## config.mk

```make
export PLATFORM = sky130hd
export DESIGN_NAME = hit_judge_flat
export DESIGN_NICKNAME = d
export VERILOG_FILES = /design/src/rtl/hero_pkg.sv /design/src/rtl/hit_judge_if.sv /design/src/rtl/key_debounce.sv /design/src/rtl/hit_judge.sv /design/src/flat_wrapper.sv
export SDC_FILE = /design/constraint.sdc
export NUM_CORES = 1
export LEC_CHECK = 0
export BUFFER_PORTS_ARGS = -buffer_cell sky130_fd_sc_hd__buf_4
export CAP_MARGIN = 25
export CORE_UTILIZATION = 66
export CTS_CLUSTER_SIZE = 30
export DETAILED_ROUTE_END_ITERATION = 8
export HOLD_SLACK_MARGIN = 0.03
export PLACE_DENSITY = 0.86
export SLEW_MARGIN = 20
export SYNTH_ARGS = -nofsm -noshare
export SYNTH_HDL_FRONTEND = slang
export SYNTH_HIERARCHICAL = 1
export SYNTH_SLANG_ARGS = --single-unit
```

## constraint.sdc

```tcl
create_clock -name clk -period 10 [get_ports clk]
set_clock_uncertainty 0.1 [all_clocks]
set_input_delay 1.5 -clock clk [delete_from_list [all_inputs] [get_ports clk]]
set_output_delay 1.5 -clock clk [all_outputs]
set_load 0.03 [all_outputs]
```

## src/rtl/hero_pkg.sv

```systemverilog
// Shared constants, FSM encoding and the combo multiplier rule for the
// rhythm-game hit judge.
package hero_pkg;

    localparam int SCREEN_HEIGHT = 480;
    localparam int NUM_KEYS      = 4;

    localparam int ZONE_TOP_DEF  = 420;
    localparam int ZONE_BOT_DEF  = 470;
    localparam int PERF_TOP_DEF  = 440;
    localparam int PERF_BOT_DEF  = 455;

    localparam int GOOD_PTS_DEF  = 10;
    localparam int PERF_PTS_DEF  = 20;

    localparam logic [2:0] MULT_CAP = 3'd4;

    typedef enum logic [1:0] {
        ST_IDLE  = 2'd0,
        ST_ARMED = 2'd1,
        ST_DONE  = 2'd2
    } judge_state_e;

    // One extra multiplier step per ten hits of streak, capped.
    function automatic logic [2:0] combo_mult(input logic [7:0] combo);
        logic [7:0] m;
        m = 8'd1 + (combo / 8'd10);
        if (m > {5'd0, MULT_CAP}) begin
            m = {5'd0, MULT_CAP};
        end
        return m[2:0];
    endfunction

endpackage

```

## src/rtl/hit_judge_if.sv

```systemverilog
// Game-side bundle between the note generator / buttons and the hit judge.
interface hit_judge_if;
    import hero_pkg::*;

    logic [NUM_KEYS-1:0] keys;
    logic                note_active;
    logic [1:0]          active_column;
    logic [9:0]          note_y_position;
    logic                game_over;

    logic                hit;
    logic                perfect;
    logic                miss;
    logic                wrong_press;
    logic [15:0]         score;
    logic [7:0]          combo;
    logic [7:0]          max_combo;
    logic [2:0]          multiplier;

    modport master (
        output keys, note_active, active_column, note_y_position, game_over,
        input  hit, perfect, miss, wrong_press, score, combo, max_combo, multiplier
    );

    modport slave (
        input  keys, note_active, active_column, note_y_position, game_over,
        output hit, perfect, miss, wrong_press, score, combo, max_combo, multiplier
    );

endinterface

```

## src/rtl/key_debounce.sv

```systemverilog
// Synchronizes one raw button, debounces it, and emits a one-cycle pulse
// when the debounced level rises.
module key_debounce #(
    parameter int DEBOUNCE_CYCLES = 50000
) (
    input  logic clk,
    input  logic rst,
    input  logic key_raw,
    output logic press
);

    localparam int CW = (DEBOUNCE_CYCLES > 1) ? $clog2(DEBOUNCE_CYCLES) : 1;

    logic [1:0]    sync_q, sync_d;
    logic [CW-1:0] cnt_q, cnt_d;
    logic          level_q, level_d;
    logic          press_q, press_d;

    // The counter runs only while the synced sample disagrees with the
    // accepted level; any agreeing sample restarts the stability window.
    always_comb begin
        sync_d  = {sync_q[0], key_raw};
        cnt_d   = cnt_q;
        level_d = level_q;
        press_d = 1'b0;
        if (sync_q[1] == level_q) begin
            cnt_d = '0;
        end else if (cnt_q == CW'(DEBOUNCE_CYCLES - 1)) begin
            cnt_d   = '0;
            level_d = sync_q[1];
            press_d = sync_q[1];
        end else begin
            cnt_d = cnt_q + CW'(1);
        end
    end

    always_ff @(posedge clk or posedge rst) begin
        if (rst) begin
            sync_q  <= '0;
            cnt_q   <= '0;
            level_q <= 1'b0;
            press_q <= 1'b0;
        end else begin
            sync_q  <= sync_d;
            cnt_q   <= cnt_d;
            level_q <= level_d;
            press_q <= press_d;
        end
    end

    assign press = press_q;

endmodule

```

## src/rtl/hit_judge.sv

```systemverilog
// Judges button presses against the falling note: hit/perfect/miss/wrong
// pulses plus score, combo and multiplier bookkeeping.
module hit_judge
    import hero_pkg::*;
#(
    parameter int DEBOUNCE_CYCLES = 50000,
    parameter int ZONE_TOP        = ZONE_TOP_DEF,
    parameter int ZONE_BOT        = ZONE_BOT_DEF,
    parameter int PERF_TOP        = PERF_TOP_DEF,
    parameter int PERF_BOT        = PERF_BOT_DEF,
    parameter int GOOD_PTS        = GOOD_PTS_DEF,
    parameter int PERF_PTS        = PERF_PTS_DEF
) (
    input logic       clk,
    input logic       rst,
    hit_judge_if.slave bus
);

    localparam logic [9:0]  Y_ZONE_TOP = 10'(ZONE_TOP);
    localparam logic [9:0]  Y_ZONE_BOT = 10'(ZONE_BOT);
    localparam logic [9:0]  Y_PERF_TOP = 10'(PERF_TOP);
    localparam logic [9:0]  Y_PERF_BOT = 10'(PERF_BOT);
    localparam logic [16:0] GOOD_ADD   = 17'(GOOD_PTS);
    localparam logic [16:0] PERF_ADD   = 17'(PERF_PTS);

    logic [NUM_KEYS-1:0] presses;

    for (genvar i = 0; i < NUM_KEYS; i++) begin : g_key
        key_debounce #(
            .DEBOUNCE_CYCLES(DEBOUNCE_CYCLES)
        ) u_key (
            .clk    (clk),
            .rst    (rst),
            .key_raw(bus.keys[i]),
            .press  (presses[i])
        );
    end

    judge_state_e state_q, state_d;
    logic         note_q, note_d;
    logic         hit_q, hit_d;
    logic         perfect_q, perfect_d;
    logic         miss_q, miss_d;
    logic         wrong_q, wrong_d;
    logic [15:0]  score_q, score_d;
    logic [7:0]   combo_q, combo_d;
    logic [7:0]   max_combo_q, max_combo_d;
    logic [2:0]   mult_q, mult_d;

    logic         note_rise, note_fall;
    logic         any_press, one_press, on_column;
    logic         in_zone, in_perf, is_hit;
    logic [16:0]  points, score_sum;

    always_comb begin
        note_d    = bus.note_active;
        note_rise = bus.note_active && !note_q;
        note_fall = !bus.note_active && note_q;
        any_press = |presses;
        one_press = $onehot(presses);
        on_column = presses[bus.active_column];
        in_zone   = (bus.note_y_position >= Y_ZONE_TOP) && (bus.note_y_position <= Y_ZONE_BOT);
        in_perf   = (bus.note_y_position >= Y_PERF_TOP) && (bus.note_y_position <= Y_PERF_BOT);
        is_hit    = (state_q == ST_ARMED) && one_press && on_column && in_zone;
        points    = in_perf ? PERF_ADD : GOOD_ADD;
        score_sum = {1'b0, score_q} + (points * {14'd0, combo_mult(combo_q)});

        state_d     = state_q;
        hit_d       = 1'b0;
        perfect_d   = 1'b0;
        miss_d      = 1'b0;
        wrong_d     = 1'b0;
        score_d     = score_q;
        combo_d     = combo_q;
        max_combo_d = max_combo_q;

        // A hit takes priority over a simultaneous note fall; the fall still
        // returns the FSM to IDLE so the next note can arm.
        if (!bus.game_over) begin
            unique case (state_q)
                ST_IDLE: begin
                    wrong_d = any_press;
                    if (note_rise) state_d = ST_ARMED;
                end
                ST_ARMED: begin
                    if (is_hit) begin
                        hit_d     = 1'b1;
                        perfect_d = in_perf;
                        score_d   = score_sum[16] ? 16'hFFFF : score_sum[15:0];
                        combo_d   = (combo_q == 8'hFF) ? 8'hFF : combo_q + 8'd1;
                        state_d   = note_fall ? ST_IDLE : ST_DONE;
                    end else begin
                        if (any_press) begin
                            wrong_d = 1'b1;
                            combo_d = 8'd0;
                        end
                        if (note_fall) begin
                            miss_d  = 1'b1;
                            combo_d = 8'd0;
                            state_d = ST_IDLE;
                        end
                    end
                end
                ST_DONE: begin
                    wrong_d = any_press;
                    if (note_fall) state_d = ST_IDLE;
                end
                default: state_d = ST_IDLE;
            endcase
        end

        if (combo_d > max_combo_q) max_combo_d = combo_d;
        mult_d = combo_mult(combo_d);
    end

    // note_q resets high so a note already on screen when reset drops is
    // not seen as a fresh rising edge.
    always_ff @(posedge clk or posedge rst) begin
        if (rst) begin
            state_q     <= ST_IDLE;
            note_q      <= 1'b1;
            hit_q       <= 1'b0;
            perfect_q   <= 1'b0;
            miss_q      <= 1'b0;
            wrong_q     <= 1'b0;
            score_q     <= '0;
            combo_q     <= '0;
            max_combo_q <= '0;
            mult_q      <= 3'd1;
        end else begin
            state_q     <= state_d;
            note_q      <= note_d;
            hit_q       <= hit_d;
            perfect_q   <= perfect_d;
            miss_q      <= miss_d;
            wrong_q     <= wrong_d;
            score_q     <= score_d;
            combo_q     <= combo_d;
            max_combo_q <= max_combo_d;
            mult_q      <= mult_d;
        end
    end

    assign bus.hit         = hit_q;
    assign bus.perfect     = perfect_q;
    assign bus.miss        = miss_q;
    assign bus.wrong_press = wrong_q;
    assign bus.score       = score_q;
    assign bus.combo       = combo_q;
    assign bus.max_combo   = max_combo_q;
    assign bus.multiplier  = mult_q;

endmodule

```

## src/flat_wrapper.sv

```systemverilog
// flat-port wrapper written by rule: the top's interface ports become plain ports
module hit_judge_flat import hero_pkg::*;
#(
    parameter int DEBOUNCE_CYCLES = 50000,
    parameter int ZONE_TOP        = ZONE_TOP_DEF,
    parameter int ZONE_BOT        = ZONE_BOT_DEF,
    parameter int PERF_TOP        = PERF_TOP_DEF,
    parameter int PERF_BOT        = PERF_BOT_DEF,
    parameter int GOOD_PTS        = GOOD_PTS_DEF,
    parameter int PERF_PTS        = PERF_PTS_DEF
)
  (clk, rst, bus_keys, bus_note_active, bus_active_column, bus_note_y_position, bus_game_over, bus_hit, bus_perfect, bus_miss, bus_wrong_press, bus_score, bus_combo, bus_max_combo, bus_multiplier);
  hit_judge_if bus_i ();
  input logic clk;
  input logic rst;
  input wire logic [$bits(bus_i.keys)-1:0] bus_keys;
  input wire logic [$bits(bus_i.note_active)-1:0] bus_note_active;
  input wire logic [$bits(bus_i.active_column)-1:0] bus_active_column;
  input wire logic [$bits(bus_i.note_y_position)-1:0] bus_note_y_position;
  input wire logic [$bits(bus_i.game_over)-1:0] bus_game_over;
  output wire logic [$bits(bus_i.hit)-1:0] bus_hit;
  output wire logic [$bits(bus_i.perfect)-1:0] bus_perfect;
  output wire logic [$bits(bus_i.miss)-1:0] bus_miss;
  output wire logic [$bits(bus_i.wrong_press)-1:0] bus_wrong_press;
  output wire logic [$bits(bus_i.score)-1:0] bus_score;
  output wire logic [$bits(bus_i.combo)-1:0] bus_combo;
  output wire logic [$bits(bus_i.max_combo)-1:0] bus_max_combo;
  output wire logic [$bits(bus_i.multiplier)-1:0] bus_multiplier;
  assign bus_i.keys = bus_keys;
  assign bus_i.note_active = bus_note_active;
  assign bus_i.active_column = bus_active_column;
  assign bus_i.note_y_position = bus_note_y_position;
  assign bus_i.game_over = bus_game_over;
  assign bus_hit = bus_i.hit;
  assign bus_perfect = bus_i.perfect;
  assign bus_miss = bus_i.miss;
  assign bus_wrong_press = bus_i.wrong_press;
  assign bus_score = bus_i.score;
  assign bus_combo = bus_i.combo;
  assign bus_max_combo = bus_i.max_combo;
  assign bus_multiplier = bus_i.multiplier;
  hit_judge #(.DEBOUNCE_CYCLES(DEBOUNCE_CYCLES), .ZONE_TOP(ZONE_TOP), .ZONE_BOT(ZONE_BOT), .PERF_TOP(PERF_TOP), .PERF_BOT(PERF_BOT), .GOOD_PTS(GOOD_PTS), .PERF_PTS(PERF_PTS)) u_core (.clk(clk), .rst(rst), .bus(bus_i));
endmodule
```

==> results.py, run 1 <==
metrics = {
    "cts": {
        "cts_num_sinks": 122,
        "cts_hold_buf": 0,
        "ctsLongestPathBuffers": 2,
        "cts_resized": 0,
        "clk_latency_ps": 420,
        "htree_levels": 4,
        "cts_tree": "yes",
        "cts-buffers-inserted": 17,
        "cts_root_buf": "clkbuf_16",
        "post_cts_buffers": 0,
        "path_clk_slew_ps": 60,
    },
    "timing": {
        "worst_slack_ps": 3646,
        "min_period_ps": 6354,
        "period_share": 0.6354,
        "rsz0062_at_grt": "no",
        "hold_violations": 0,
        "setup_viol": 0,
        "fmax_mhz": 157.4,
        "worst_pin_slew_ps": 920.3,
        "hold-worst-slack_ps": 250.0,
        "slew_viol_final": 0,
        "relSlewSlack": 0.3823,
        "setup_tns_ps": 0,
    },
    "final_layout": {
        "n_antenna_cell": 0,
        "area_delta_synth_final_pct": 12.69,
        "fin_util": 0.7665,
        "nets": 941,
        "drive_gt1_frac": 0.1655,
        "final_cells": 1037,
    },
    "setup_path": {
        "setup.worst_path.end": "u_core/bus.score[4]",
        "path_max_fanout": 19,
        "cpLargestDelayFamily": "compound AO/OA/AOI/OAI gates",
        "cp_data_arrival_time_ps": 6580,
        "cp.depth": 23,
        "path_class": "reg2reg",
        "worstReg2RegEnd": "u_core/bus.score[4]",
        "reg2reg_from": "u_core/bus.combo[6]",
        "critPathRequiredTime_ps": 10230,
        "setup.worst_path.start": "u_core/bus.combo[6]",
        "r2r_setup_slack_ps": 3650,
        "crit_buf_inv": 2,
        "critical-path-max-stage-delay_ps": 690,
        "end_kind": "flop",
        "start_kind": "flop",
        "rr_worst_depth": 23,
        "path_cells": "nor4bb_1, a211oi_1, a41o_1, maj3_1, o221ai_1, o211ai_1, xnor2_1, and3_1, o21a_1, nand2_1, mux2i_1, ha_1, fa_1, inv_1, fa_1, inv_1, a21oi_1, o21bai_1, a21oi_1, nor2b_1, o21ai_1, or3_1, o211ai_1",
        "critPathSlowestCell": "dfrtp_1",
    },
    "power_and_ir_drop": {
        "vdd_drop_max_mv": 0.2147,
        "powerDensity_nw_per_um2": 133.0,
        "p_leak_nw": 3.820,
    },
    "route": {
        "ant_nets": 0,
        "routed_wl_um": 17830,
        "wl_per_cell_um": 17.19,
        "firstDrtPassIters": 5,
        "post-route-drc-count": 0,
        "drt_iter0_drc": 507,
        "vias": 6456,
        "avgViaCountPerCell": 6.226,
    },
    "placed_design": {
        "gp_congestion": 0.9004,
        "post-dp-hpwl_um": 12570,
        "post-place-ws_ps": 3584,
        "placed_cells": 1005,
        "numPortBuffers": 58,
    },
    "synthesis": {
        "synth_ff_type": "dfrtp_1",
        "ys_seq_elements": 122,
        "synth-seq-area-share": 0.3917,
        "yosysTopAreaCell": "dfrtp_1",
        "synth_area_leaders": "dfrtp_1, xnor2_1, ha_1",
        "synth_edf_count": 0,
        "synthesis.area_um2": 7800,
        "synthArstFlopShare": 1.000,
        "syn_inst": 840,
        "synth_nets": 900,
        "ys_types": 86,
        "yosysMostFrequentCell": "dfrtp_1",
        "synth-warning-count": 6,
        "avgSynthCellArea_um2": 9.286,
        "synthTopCellsByCount": "dfrtp_1, nor2_1, nand2_1, inv_1, xnor2_1",
        "synth_top_area_frac": 0.3850,
    },
    "floorplan": {
        "dieArea_um2": 12260,
        "num_io_pins": 59,
        "core_area_um2": 11470,
        "num_rows": 39,
        "fp.dieW_um": 110.7,
        "initial_core_util": 0.6802,
        "die_y_um": 110.7,
    },
    "global_routing": {
        "grt_util_all_layers": 0.3043,
        "grt_pass1_wl_um": 29900,
        "grt_use_met1": 0.3750,
        "antenna_found_initial": 0,
        "grt_max_degree": 43,
        "top_usage_layer": "met2",
        "grt_util_met2": 0.5180,
        "grt_pass1_vias": 6376,
        "grt_use_met3": 0.06506,
        "overflow": 0,
    },
    "hold_path": {
        "min_path_type": "reg2reg",
    },
    "status": {
        "run_status": "completed",
    },
    "job": {
        "drv_cap": 0,
    },
}
==> layer usage <==
layer	part of all wire	wire length, µm	up-vias
met2	0.50	8964	250
li1	-	-	3066
met3	0.056	1005	41
met1	0.42	7512	3099
met4	0.019	346	0
met5	0	0	-
==> registers in the layout (all words and copies together) (netlist names), 2 cells and up <==
name and cells:
u_core/bus.combo 8, u_core/g_key.u_key/level_q 4, u_core/g_key.u_key/press 4, u_core/g_key.u_key/cnt_q 64, u_core/bus.score 16, u_core/g_key.u_key/sync_q 8
u_core/bus.multiplier 3, u_core/bus.max_combo 8, u_core/state_q 2
==> how the worst min path moves through the flow <==
| stage | from | to | slack, ps | depth (start not counted) |
|---|---|---|---|---|
| floorplan | u_core/g_key[0].u_key/sync_q[0] | u_core/g_key[0].u_key/sync_q[1] | 230 | 0 |
| global placement | u_core/g_key[3].u_key/sync_q[0] | u_core/g_key[3].u_key/sync_q[1] | 230 | 0 |
| detailed placement | u_core/g_key[2].u_key/sync_q[0] | u_core/g_key[2].u_key/sync_q[1] | 240 | 0 |
| CTS | u_core/g_key[2].u_key/sync_q[0] | u_core/g_key[2].u_key/sync_q[1] | 250 | 0 |
| global route | u_core/g_key[1].u_key/sync_q[0] | u_core/g_key[1].u_key/sync_q[1] | 250 | 0 |
| finish | u_core/g_key[2].u_key/sync_q[0] | u_core/g_key[2].u_key/sync_q[1] | 250 | 0 |
==> layout by cell type (no fill, tap or decap), types with 4 or more instances in the layout <==
cell / n
and3_2: 4
nor4b_1: 6
fa_1: 6
nor3_1: 15
o21a_1: 8
nand2b_1: 8
nor2_1: 97
nand4_1: 30
inv_1: 54
mux2_2: 8
o21ai_1: 5
buf_4: 60
a31oi_1: 7
and3_1: 9
clkbuf_16: 17
and4bb_2: 4
nor2b_1: 9
or4b_4: 4
clkinv_2: 5
nor4bb_1: 5
xor2_1: 17
ha_1: 34
dfrtp_1: 120
a21oi_1: 22
a21o_1: 5
nor4_2: 5
nor4_1: 24
or3_1: 11
o211ai_1: 12
mux2i_1: 7
xnor2_1: 54
nand2_1: 56
o21ai_0: 26
nor3b_2: 5
clkinv_4: 4
nand3_1: 48
==> where the power goes <==
part | internal (mW) | switching [mW]
clock network | 0.381 | 0.227
logic | 0.0186 | 0.0340
registers | 0.501 | 0.00777
==> metrics by stage <==
step                area, µm²  power (mW)
global route             8790       1.208
CTS                      8790       1.180
detailed placement       8194      0.5698
floorplan                7800      0.5504
global placement         8194      0.5668
finish                   8790       1.169
==> worst reg2reg max path, delay by kind of cell (launching register included) <==
| kind | cells | cell delay [ps] |
|---|---|---|
| AOI/OAI and AO/OA | 10 | 1840 |
| adders and majority gates | 4 | 1690 |
| and+or+nand+nor | 5 | 1380 |
| DFF | 1 | 690 |
| muxes | 1 | 280 |
| xor gates and xnor gates | 1 | 150 |
| buffers and inverters | 2 | 140 |
==> kinds of logic (layout without fill, tap and decap cells) <==
kind of cell,after synthesis,count (layout),share of synthesized area
AND/OR/NAND/NOR,362,362,0.2581
AO/OA/AOI/OAI,126,126,0.1139
flip-flops,122,122,0.3917
buffers and inverters,98,152,0.05935
XOR/XNOR,71,71,0.07972
adder cells (fa/ha/maj),43,43,0.07379
multiplexers,16,16,0.02246
other,2,2,0.0009628
==> final cells by class <==
cell class,count,area (µm²)
Clock buffer,19,452.9
Clock inverter,13,142.6
Fill cell,751,2678
Inverter,60,227.7
Multi-Input combinational cell,620,4282
Sequential cell,122,3055
Tap cell,143,178.9
Timing Repair Buffer,60,450.4
No activity file was read; power rests on OpenSTA's default activity.
==> run 2: changes to the inputs <==
--- a/config.mk
+++ b/config.mk
@@ -7,11 +7,11 @@
 export LEC_CHECK = 0
 export BUFFER_PORTS_ARGS = -buffer_cell sky130_fd_sc_hd__buf_4
 export CAP_MARGIN = 25
-export CORE_UTILIZATION = 66
+export CORE_UTILIZATION = 61
 export CTS_CLUSTER_SIZE = 30
 export DETAILED_ROUTE_END_ITERATION = 8
 export HOLD_SLACK_MARGIN = 0.03
-export PLACE_DENSITY = 0.86
+export PLACE_DENSITY = 0.81
 export SLEW_MARGIN = 20
 export SYNTH_ARGS = -nofsm -noshare
 export SYNTH_HDL_FRONTEND = slang
==> constraint.sdc (replaced) <==
create_clock -name clk -period 6.5 [get_ports clk]
set_clock_uncertainty 0.1 [all_clocks]
set_input_delay 0.975 -clock clk [delete_from_list [all_inputs] [get_ports clk]]
set_output_delay 0.975 -clock clk [all_outputs]
set_load 0.03 [all_outputs]
==> run 2 against run 1 <==
  * Flip-flop and latch count unchanged
  * Worst hold slack worse by 3.7 ps
  * Critical path depth unchanged
==> results.py, run 2 (same netlist as run 1, synthesis figures left out) <==
metrics = {
    "floorplan": {
        "initial_core_util": 0.6361,
        "dieArea_um2": 13240,
        "core_area_um2": 12260,
        "die_y_um": 115.1,
        "num_io_pins": 59,
        "fp.dieW_um": 115.1,
        "num_rows": 40,
    },
    "setup_path": {
        "critical-path-max-stage-delay_ps": 560,
        "setup.worst_path.start": "u_core/bus.combo[3]",
        "critPathRequiredTime_ps": 6700,
        "reg2reg_from": "u_core/bus.combo[3]",
        "crit_buf_inv": 2,
        "cpLargestDelayFamily": "adder cells",
        "path_max_fanout": 15,
        "path_cells": "nor4bb_1, a211oi_1, a41o_1, maj3_1, o221ai_1, o211ai_1, xnor2_1, and3_1, o21a_1, nand2_1, mux2i_1, ha_1, fa_1, inv_1, fa_1, inv_1, a21oi_1, o21bai_1, a21oi_1, nor2b_1, o21ai_1, nor3_1, mux2_2",
        "cp_data_arrival_time_ps": 6330,
        "start_kind": "flop",
        "critPathSlowestCell": "dfrtp_1",
        "path_class": "reg2reg",
        "end_kind": "flop",
    },
    "timing": {
        "slew_viol_final": 0,
        "hold-worst-slack_ps": 246.3,
        "fmax_mhz": 163.1,
        "period_share": 0.9433,
        "setup_tns_ps": 0,
        "worst_pin_slew_ps": 938.6,
        "setup_viol": 0,
        "rsz0062_at_grt": "no",
        "relSlewSlack": 0.3701,
        "min_period_ps": 6131,
        "hold_violations": 0,
    },
    "placed_design": {
        "numPortBuffers": 58,
        "post-dp-hpwl_um": 12470,
        "gp_congestion": 0.9335,
    },
    "final_layout": {
        "regMostFlops": "u_core/g_key.u_key/cnt_q",
        "final_common_cell": "dfrtp_1",
        "drive_gt1_frac": 0.1696,
        "final_cell_mix": "dfrtp_1, nor2_1, buf_4",
        "fill_cells": 897,
        "area_delta_synth_final_pct": 14.12,
        "n_antenna_cell": 0,
        "nets": 943,
        "largest_reg_flops": 64,
    },
    "power_and_ir_drop": {
        "p_leak_nw": 3.861,
        "vdd_drop_max_mv": 0.1917,
        "power_frac_clock": 0.547,
        "pwr-share-comb": 0.042,
        "switching_share": 0.2126,
        "p_int_mw": 1.499,
        "powerDensity_nw_per_um2": 213.9,
        "p_sw_mw": 0.4049,
        "power_frac_seq": 0.411,
    },
    "route": {
        "firstDrtPassIters": 5,
        "ant_nets": 0,
        "wl_per_cell_um": 16.71,
        "post-route-drc-count": 0,
        "avgViaCountPerCell": 6.048,
        "routed_wl_um": 17780,
        "vias": 6435,
        "drt_iter0_drc": 627,
    },
    "status": {
        "run_status": "completed",
    },
    "cts": {
        "ctsLongestPathBuffers": 2,
        "cts_tree": "yes",
        "cts_num_sinks": 122,
        "cts_hold_buf": 0,
        "path_clk_slew_ps": 60,
        "cts_root_buf": "clkbuf_16",
        "cts-buffers-inserted": 17,
        "clk_latency_ps": 420,
        "htree_levels": 4,
    },
    "global_routing": {
        "grt_pass1_wl_um": 29480,
        "grt_pass1_vias": 6270,
        "antenna_found_initial": 0,
        "overflow": 0,
        "grt_max_degree": 43,
        "grt_util_all_layers": 0.2871,
    },
    "hold_path": {
        "min_path_type": "reg2reg",
        "hold_start": "u_core/g_key[2].u_key/sync_q[0]",
    },
    "job": {
        "drv_cap": 0,
    },
}
## run 2: cell types whose count changed in the layout (fill, tap and decap cells not counted), sizes merged
cell / change
clkinv: -4
inv: -1
bufinv: +3
clkbuf: +2
buf: +2
## run 2: routing by layer
layer / track usage / vias to the layer above / wire, µm
li1: - / 3074 / -
met5: 0 / - / 0
met2: 0.4691 / 236 / 8594
met4: 0.1524 / 0 / 489
met3: 0.05430 / 47 / 1052
met1: 0.3634 / 3078 / 7645
## run 2: power by group through the flow
stage	Combinational, mW	Sequential [mW]	Clock (mW)
5_1_grt	0.0913	0.784	1.09
6_report	0.0807	0.783	1.04
2_1_floorplan	0.0529	0.794	0
3_3_place_gp	0.0770	0.794	0
3_5_place_dp	0.0803	0.795	0
4_1_cts	0.0811	0.783	1.06
## run 2: worst paths after layout
check / end / slack (ps) / cells past startpoint
max: u_core/bus.score[12] / 370 / 23
min: u_core/g_key[2].u_key/sync_q[1] / 250 / 0
max reg2reg: u_core/bus.score[12] / 370 / 23
min reg2reg: u_core/g_key[2].u_key/sync_q[1] / 250 / 0
max in group asynchronous: u_core/bus.combo[7] / 4950 / 2
min in group asynchronous: u_core/g_key[2].u_key/cnt_q[3] / 630 / 2
## run 2: repair_timing
action | 4_1_cts | 5_1_grt
setup buffers | 0 | 1
resized for setup | 0 | 3
endpoints found under the setup margin | 0 | 15
## run 2: through the flow
| step | setup WS (ps) | util | instance area (µm²) | instances | total power [mW] |
|---|---|---|---|---|---|
| final | 368.7 | 0.7259 | 8901 | 1064 | 1.904 |
| after detailed placement | 240.6 | 0.6714 | 8233 | 1031 | 0.8757 |
| after global placement | 643.7 | 0.6714 | 8233 | 1031 | 0.8713 |
| after global routing | 105.5 | 0.7259 | 8901 | 1064 | 1.965 |
| after floorplan | 652.2 | - | 7800 | 840 | 0.8468 |
| after CTS | 176.6 | 0.7247 | 8886 | 1063 | 1.921 |
## run 2: cell type report
| type | count | area, µm² | area share |
|---|---|---|---|
| clock buffer | 21 | 460.4 | 0.05173 |
| clock inverter | 11 | 192.7 | 0.02165 |
| inverter | 60 | 227.7 | 0.02558 |
| multi-input combinational | 620 | 4287 | 0.4816 |
| sequential | 122 | 3058 | 0.3435 |
| tap | 168 | 210.2 | 0.02362 |
| timing repair buffer | 62 | 465.4 | 0.05229 |
## run 2: worst reg2reg max path: stages, from the launching register on
cell and delay [ps]:
dfrtp_1 560, nor4bb_1 350, a211oi_1 80, a41o_1 330
maj3_1 380, o221ai_1 310, o211ai_1 200, xnor2_1 160
and3_1 200, o21a_1 180, nand2_1 90, mux2i_1 260
ha_1 310, fa_1 550, inv_1 70, fa_1 450
inv_1 80, a21oi_1 70, o21bai_1 220, a21oi_1 100
nor2b_1 130, o21ai_1 190, nor3_1 290, mux2_2 370
